`src/rtl/wb_scratch_responder_if.sv`:
```
// Wishbone classic bus bundle between the SoC WB master port and the scratch responder.
interface wb_scratch_responder_if;
    logic [31:0] wb_addr_i;
    logic [31:0] wb_wdata_i;
    logic [31:0] wb_rdata_o;
    logic        wb_wr_en_i;
    logic [3:0]  wb_byte_en_i;
    logic        wb_stb_i;
    logic        wb_cyc_i;
    logic        wb_ack_o;

    modport slave (
        input  wb_addr_i, wb_wdata_i, wb_wr_en_i, wb_byte_en_i, wb_stb_i, wb_cyc_i,
        output wb_rdata_o, wb_ack_o
    );

    modport master (
        output wb_addr_i, wb_wdata_i, wb_wr_en_i, wb_byte_en_i, wb_stb_i, wb_cyc_i,
        input  wb_rdata_o, wb_ack_o
    );
endinterface

```
`src/rtl/wb_scratch_responder.sv`:
```
// Wishbone classic responder: scratch words, access counter and ID word behind a
// programmable wait-state FSM so the bridge sees realistic ack latency.
module wb_scratch_responder #(
    parameter logic [31:0] BASE_ADDR   = 32'h0300_0000,
    parameter int unsigned NUM_WORDS   = 16,
    parameter int unsigned WAIT_STATES = 1,
    parameter logic [31:0] ID_VALUE    = 32'h5742_5253
) (
    input logic                    clk_i,
    input logic                    rst_ni,
    wb_scratch_responder_if.slave  wb
);
    localparam int unsigned IW = $clog2(NUM_WORDS);
    localparam logic [IW-1:0] CNT_IDX = IW'(NUM_WORDS - 2);
    localparam logic [IW-1:0] ID_IDX  = IW'(NUM_WORDS - 1);
    localparam logic [3:0]    WS_LOAD = 4'(WAIT_STATES);

    typedef enum logic [1:0] {
        S_IDLE,
        S_WAIT,
        S_ACK
    } state_t;

    state_t        state_q, state_d;
    logic [3:0]    cnt_q, cnt_d;
    logic [IW-1:0] idx_q, idx_d;
    logic          hit_q, hit_d;
    logic          we_q, we_d;
    logic [3:0]    be_q, be_d;
    logic [31:0]   wdata_q, wdata_d;
    logic [31:0]   rdata_q, rdata_d;
    logic [31:0]   access_cnt_q, access_cnt_d;
    logic [31:0]   mem_q [NUM_WORDS];
    logic [31:0]   mem_d [NUM_WORDS];

    logic          req;
    logic          go_ack;
    logic [IW-1:0] in_idx;
    logic          in_hit;
    logic [IW-1:0] txn_idx;
    logic          txn_hit;
    logic          txn_we;
    logic [3:0]    txn_be;
    logic [31:0]   txn_wdata;
    logic          addr_lo_unused;

    always_comb begin
        req            = wb.wb_cyc_i & wb.wb_stb_i;
        in_idx         = wb.wb_addr_i[IW+1:2];
        in_hit         = (wb.wb_addr_i[31:IW+2] == BASE_ADDR[31:IW+2]);
        addr_lo_unused = ^wb.wb_addr_i[1:0];
    end

    always_comb begin
        state_d = state_q;
        cnt_d   = cnt_q;
        idx_d   = idx_q;
        hit_d   = hit_q;
        we_d    = we_q;
        be_d    = be_q;
        wdata_d = wdata_q;
        go_ack  = 1'b0;
        unique case (state_q)
            S_IDLE: begin
                if (req) begin
                    idx_d   = in_idx;
                    hit_d   = in_hit;
                    we_d    = wb.wb_wr_en_i;
                    be_d    = wb.wb_byte_en_i;
                    wdata_d = wb.wb_wdata_i;
                    cnt_d   = WS_LOAD;
                    if (WAIT_STATES == 0) begin
                        state_d = S_ACK;
                        go_ack  = 1'b1;
                    end else begin
                        state_d = S_WAIT;
                    end
                end
            end
            S_WAIT: begin
                if (!req) begin
                    state_d = S_IDLE;
                end else begin
                    cnt_d = cnt_q - 4'd1;
                    if (cnt_q == 4'd1) begin
                        state_d = S_ACK;
                        go_ack  = 1'b1;
                    end
                end
            end
            S_ACK:   state_d = S_IDLE;
            default: state_d = S_IDLE;
        endcase
    end

    // With zero wait states the commit happens on the sampling edge, so the
    // transaction fields come straight from the bus instead of the latches.
    always_comb begin
        if (state_q == S_IDLE) begin
            txn_idx   = in_idx;
            txn_hit   = in_hit;
            txn_we    = wb.wb_wr_en_i;
            txn_be    = wb.wb_byte_en_i;
            txn_wdata = wb.wb_wdata_i;
        end else begin
            txn_idx   = idx_q;
            txn_hit   = hit_q;
            txn_we    = we_q;
            txn_be    = be_q;
            txn_wdata = wdata_q;
        end
    end

    always_comb begin
        mem_d        = mem_q;
        access_cnt_d = access_cnt_q;
        rdata_d      = '0;
        if (go_ack) begin
            if (txn_hit && txn_we && txn_idx == CNT_IDX) begin
                access_cnt_d = '0;
            end else begin
                access_cnt_d = access_cnt_q + 32'd1;
            end
            if (txn_hit && txn_we && txn_idx < CNT_IDX) begin
                for (int unsigned b = 0; b < 4; b++) begin
                    if (txn_be[b]) begin
                        mem_d[txn_idx][8*b +: 8] = txn_wdata[8*b +: 8];
                    end
                end
            end
            if (txn_hit && !txn_we) begin
                if (txn_idx == ID_IDX) begin
                    rdata_d = ID_VALUE;
                end else if (txn_idx == CNT_IDX) begin
                    rdata_d = access_cnt_q;
                end else begin
                    rdata_d = mem_q[txn_idx];
                end
            end
        end
    end

    always_ff @(posedge clk_i) begin
        if (!rst_ni) begin
            state_q      <= S_IDLE;
            cnt_q        <= '0;
            idx_q        <= '0;
            hit_q        <= 1'b0;
            we_q         <= 1'b0;
            be_q         <= '0;
            wdata_q      <= '0;
            rdata_q      <= '0;
            access_cnt_q <= '0;
            for (int unsigned i = 0; i < NUM_WORDS; i++) begin
                mem_q[i] <= '0;
            end
        end else begin
            state_q      <= state_d;
            cnt_q        <= cnt_d;
            idx_q        <= idx_d;
            hit_q        <= hit_d;
            we_q         <= we_d;
            be_q         <= be_d;
            wdata_q      <= wdata_d;
            rdata_q      <= rdata_d;
            access_cnt_q <= access_cnt_d;
            mem_q        <= mem_d;
        end
    end

    always_comb begin
        wb.wb_ack_o   = (state_q == S_ACK);
        wb.wb_rdata_o = rdata_q;
    end
endmodule

```
`src/flat_wrapper.sv`:
```
// flat-port wrapper written by rule: the top's interface ports become plain ports
module wb_scratch_responder_flat 
#(
    parameter logic [31:0] BASE_ADDR   = 32'h0300_0000,
    parameter int unsigned NUM_WORDS   = 16,
    parameter int unsigned WAIT_STATES = 1,
    parameter logic [31:0] ID_VALUE    = 32'h5742_5253
)
  (clk_i, rst_ni, wb_wb_addr_i, wb_wb_wdata_i, wb_wb_wr_en_i, wb_wb_byte_en_i, wb_wb_stb_i, wb_wb_cyc_i, wb_wb_rdata_o, wb_wb_ack_o);
  wb_scratch_responder_if wb_i ();
  input logic clk_i;
  input logic rst_ni;
  input wire logic [$bits(wb_i.wb_addr_i)-1:0] wb_wb_addr_i;
  input wire logic [$bits(wb_i.wb_wdata_i)-1:0] wb_wb_wdata_i;
  input wire logic [$bits(wb_i.wb_wr_en_i)-1:0] wb_wb_wr_en_i;
  input wire logic [$bits(wb_i.wb_byte_en_i)-1:0] wb_wb_byte_en_i;
  input wire logic [$bits(wb_i.wb_stb_i)-1:0] wb_wb_stb_i;
  input wire logic [$bits(wb_i.wb_cyc_i)-1:0] wb_wb_cyc_i;
  output wire logic [$bits(wb_i.wb_rdata_o)-1:0] wb_wb_rdata_o;
  output wire logic [$bits(wb_i.wb_ack_o)-1:0] wb_wb_ack_o;
  assign wb_i.wb_addr_i = wb_wb_addr_i;
  assign wb_i.wb_wdata_i = wb_wb_wdata_i;
  assign wb_i.wb_wr_en_i = wb_wb_wr_en_i;
  assign wb_i.wb_byte_en_i = wb_wb_byte_en_i;
  assign wb_i.wb_stb_i = wb_wb_stb_i;
  assign wb_i.wb_cyc_i = wb_wb_cyc_i;
  assign wb_wb_rdata_o = wb_i.wb_rdata_o;
  assign wb_wb_ack_o = wb_i.wb_ack_o;
  wb_scratch_responder #(.BASE_ADDR(BASE_ADDR), .NUM_WORDS(NUM_WORDS), .WAIT_STATES(WAIT_STATES), .ID_VALUE(ID_VALUE)) u_core (.clk_i(clk_i), .rst_ni(rst_ni), .wb(wb_i));
endmodule
```
`config.mk`:
```
export PLATFORM = sky130hd
export DESIGN_NAME = wb_scratch_responder_flat
export DESIGN_NICKNAME = d
export VERILOG_FILES = /design/src/rtl/wb_scratch_responder_if.sv /design/src/rtl/wb_scratch_responder.sv /design/src/flat_wrapper.sv
export SDC_FILE = /design/constraint.sdc
export NUM_CORES = 1
export LEC_CHECK = 0
export CORE_MARGIN = 8
export CORE_UTILIZATION = 35
export CTS_BUF_LIST = sky130_fd_sc_hd__clkbuf_16
export DETAILED_ROUTE_END_ITERATION = 12
export GPL_ROUTABILITY_DRIVEN = 0
export SLEW_MARGIN = 20
export SYNTH_ARGS = -nofsm -noshare
export SYNTH_HDL_FRONTEND = slang
export SYNTH_SLANG_ARGS = --single-unit
export TNS_END_PERCENT = 5
```
`constraint.sdc`:
```
create_clock -name clk_i -period 5.2 [get_ports clk_i]
set_input_delay 0.52 -clock clk_i [delete_from_list [all_inputs] [get_ports clk_i]]
set_output_delay 0.52 -clock clk_i [all_outputs]
set_load 0.03 [all_outputs]
```
==> flow_metrics.py <==
metrics = {
    "logic_synthesis": {
        "netlist.area_leader.share_pct": 44.82,
        "ys.flop_type": "dfxtp_1",
        "synth_largest_area_cell": "dfxtp_1",
        "ys_async_sr_fraction_pct": 0,
        "avgSynthCellArea_um2": 10.13,
        "ys_ff_latch": 578,
        "ys_types": 79,
        "seq_area_frac_synth_pct": 44.82,
        "synthesis.instances": 2549,
        "synth_edf_count": 0,
        "yosys-top-cells-area": "dfxtp_1 45%, mux2i_1 18%, nand2_1 9.7%",
        "syn_nets": 2625,
        "yosys_warnings": 0,
        "syn_area_um2": 25820,
    },
    "placed_design": {
        "io_buffers": 103,
        "dp_hpwl_um": 50270,
        "dpl_cell_area_um2": 27640,
        "dp_slack_ns": 1.341,
    },
    "timing": {
        "rsz0062_at_grt": "no",
        "slew_violations": 0,
        "skew_ns": 0.02521,
        "slew-limit-headroom_pct": 25.34,
        "timing.final.crit_share_pct": 74.92,
        "finalSetupViolations": 0,
        "finalSetupTns_ns": 0,
        "layout_setup_ws_ns": 1.304,
        "worstMarginPinSlew_ns": 1.112,
        "finalHoldViolations": 0,
        "clock.fmax_mhz": 256.7,
        "fin_crit_ns": 3.896,
    },
    "detailed_routing": {
        "firstDrtPassIters": 5,
        "vias_per_cell": 5.505,
        "wirelength_um": 76630,
        "vias": 19560,
        "wl_per_cell_um": 21.57,
        "ant_nets": 0,
        "drt_iter0_markers": 1368,
        "drcViolationCount": 0,
    },
    "final_layout": {
        "layout.nets": 2625,
        "drive_gt1_share_pct": 11.33,
        "nFillCells": 6986,
        "final_cell_area_um2": 29510,
        "insertedDiodeCount": 0,
        "post-route-util_pct": 40.45,
        "synthToLayoutAreaGrowth_pct": 14.29,
    },
    "status": {
        "status": "complete, no violations",
    },
    "global_routing": {
        "grt_pass1_vias": 19890,
        "grt_start_max_net_pins": 205,
        "grt_overflow_total": 0,
        "antenna_found_initial": 0,
        "grt_usage_pct": 18.03,
        "grt_pass1_wl_um": 117800,
    },
    "critical_path": {
        "crit_arrival_ns": 4.43,
        "endpoint_kind": "flip-flop",
        "start_kind": "flip-flop",
        "cp.required_ns": 5.73,
        "worstSetupPathType": "flip-flop to flip-flop",
        "crit_path_max_fanout": 23,
    },
    "clocking": {
        "cts.htree.levels": 2,
        "clk_path_buf_depth": 3,
        "cts_root_buffer": "clkbuf_16",
        "cts_resized": 0,
        "path_clk_slew_ns": 0.06,
        "post_cts_buffers": 0,
        "cts_tree": "yes",
        "numCtsBuffers": 58,
        "hold_buffers": 0,
        "cts.sinks": 578,
        "insertion_delay_ns": 0.62,
    },
    "pwr": {
        "power.switching_mw": 2.190,
        "power_frac_clock_pct": 45.4,
        "leakagePower_nw": 12.88,
        "seq_power_share_pct": 48.3,
        "p_int_mw": 7.048,
        "powerDensity_nw_per_um2": 313.0,
        "ir_worst_vdd_mv": 0.2459,
        "power.switching_fraction_pct": 23.71,
        "pwr-share-comb_pct": 6.3,
    },
    "floorplanning": {
        "die_x_um": 287.6,
        "core_area_um2": 72960,
        "pin_count": 106,
        "initial_core_util_pct": 35.39,
        "std_cell_rows": 99,
        "die_height_um": 287.6,
        "dieArea_um2": 82710,
    },
    "worst_hold_path": {
        "hold_class": "input pin to flip-flop",
    },
    "run": {
        "maxCapViolations": 0,
    },
}
[final cells by class]
cell class                      instances  area, um^2  area share, %
Multi-Input combinational cell       1760       13460          45.62
Sequential cell                       578       11570          39.21
Tap cell                              959        1200          4.066
Inverter                                8       30.03         0.1018
Clock inverter                         46       394.1          1.336
Timing Repair Buffer                  143        1374          4.656
Clock buffer                           59        1476          5.003
[per-layer routing]
layer | vias to the layer above | track usage, % | part of all wire, %
met4 | 0 | 7.194 | 3.8
met2 | 534 | 30.62 | 48
li1 | 9076 | - | -
met5 | - | 0 | 0
met3 | 153 | 2.436 | 4.9
met1 | 9798 | 23.00 | 43
[Yosys cell counts (19+ instances only)]
library cell	instances
buf_2	41
a21oi_1	30
and2_1	22
a22o_1	20
o21ai_0	46
nor2_1	39
nand2_1	666
nand3_1	35
a31oi_1	45
and3_1	25
mux2i_1	454
a211oi_1	19
nand4_4	22
clkbuf_1	140
a32o_1	21
dfxtp_1	578
mux4_2	93
[metrics by stage]
step,hold WS [ns],total power [mW],std cells
5_1_grt,0.4544,9.547,3553
4_1_cts,0.4216,9.317,3553
3_5_place_dp,0.4382,5.141,3448
2_1_floorplan,0.4197,4.913,2549
3_3_place_gp,0.4323,5.130,3448
6_report,0.4341,9.238,3553
[sequential cells by signal (all words and copies together), names as in the netlist]
| name | cells |
|---|---|
| u_core.wb.wb_rdata_o | 32 |
| u_core.access_cnt_q | 32 |
| u_core.cnt_q | 4 |
| u_core.state_q | 2 |
| u_core.idx_q | 4 |
| u_core.wdata_q | 32 |
| u_core.hit_q | 1 |
| u_core.mem_q | 466 |
| u_core.we_q | 1 |
| u_core.be_q | 4 |
[cell usage in the layout (no fill, tap or decap), types with 8 or more instances in the layout]
cell / netlist / final
a2bb2oi_1: 18 / 18
nor4_1: 14 / 14
o21ai_0: 46 / 45
mux4_2: 93 / 93
nor2_1: 39 / 38
and2_1: 22 / 23
a31oi_1: 45 / 45
a211oi_1: 19 / 19
nor3_1: 13 / 13
nand3_1: 35 / 35
buf_4: 7 / 37
and3_1: 25 / 25
clkdlybuf4s50_1: 0 / 102
inv_1: 8 / 22
xnor2_1: 17 / 17
nand2_1: 666 / 664
nand4_2: 18 / 18
bufinv_16: 0 / 8
a21oi_1: 30 / 29
o211ai_1: 15 / 15
o2111ai_1: 18 / 18
nand4_1: 9 / 9
dfxtp_1: 578 / 578
clkbuf_16: 0 / 59
nor2_2: 8 / 9
clkinv_1: 0 / 18
a32o_1: 21 / 21
mux2i_1: 454 / 454
nand4_4: 22 / 22
a22o_1: 20 / 20
[critical path, cell delays in order (launching register included)]
cell     delay (ns)
dfxtp_1        0.57
o21ai_1        0.99
nand2_4        0.56
nor3_2         0.71
nand4_2        0.64
mux2i_1        0.35
[logic make-up after synthesis]
| kind of cell | Yosys count | share of synthesized area (%) |
|---|---|---|
| AO/OA/AOI/OAI | 257 | 7.182 |
| XOR/XNOR | 23 | 0.7802 |
| adder cells (fa/ha/maj) | 3 | 0.1454 |
| buffers and inverters | 211 | 3.455 |
| flip-flops | 578 | 44.82 |
| multiplexers | 549 | 25.81 |
| AND/OR/NAND/NOR | 928 | 17.81 |
[power by group through the flow]
| stage | clock network [mW] | logic (mW) | registers [mW] |
|---|---|---|---|
| 5_1_grt | 4.47 | 0.622 | 4.46 |
| 4_1_cts | 4.27 | 0.585 | 4.46 |
| 2_1_floorplan | 0 | 0.361 | 4.55 |
| 3_5_place_dp | 0 | 0.584 | 4.56 |
| 6_report | 4.19 | 0.586 | 4.46 |
| 3_3_place_gp | 0 | 0.574 | 4.56 |
[path summary, 6_finish.rpt]
check                                        from           endpoint  slack, ns  cells after the start
worst max-delay path            u_core.state_q[0]  u_core.mem_q[343]       1.30                      5
worst min-delay path                       rst_ni  u_core.mem_q[442]       0.43                      3
worst max register to register  u_core.state_q[0]  u_core.mem_q[343]       1.30                      5
worst min register to register   u_core.mem_q[27]   u_core.mem_q[27]       0.46                      1
Power figures use the tool's default switching activity.
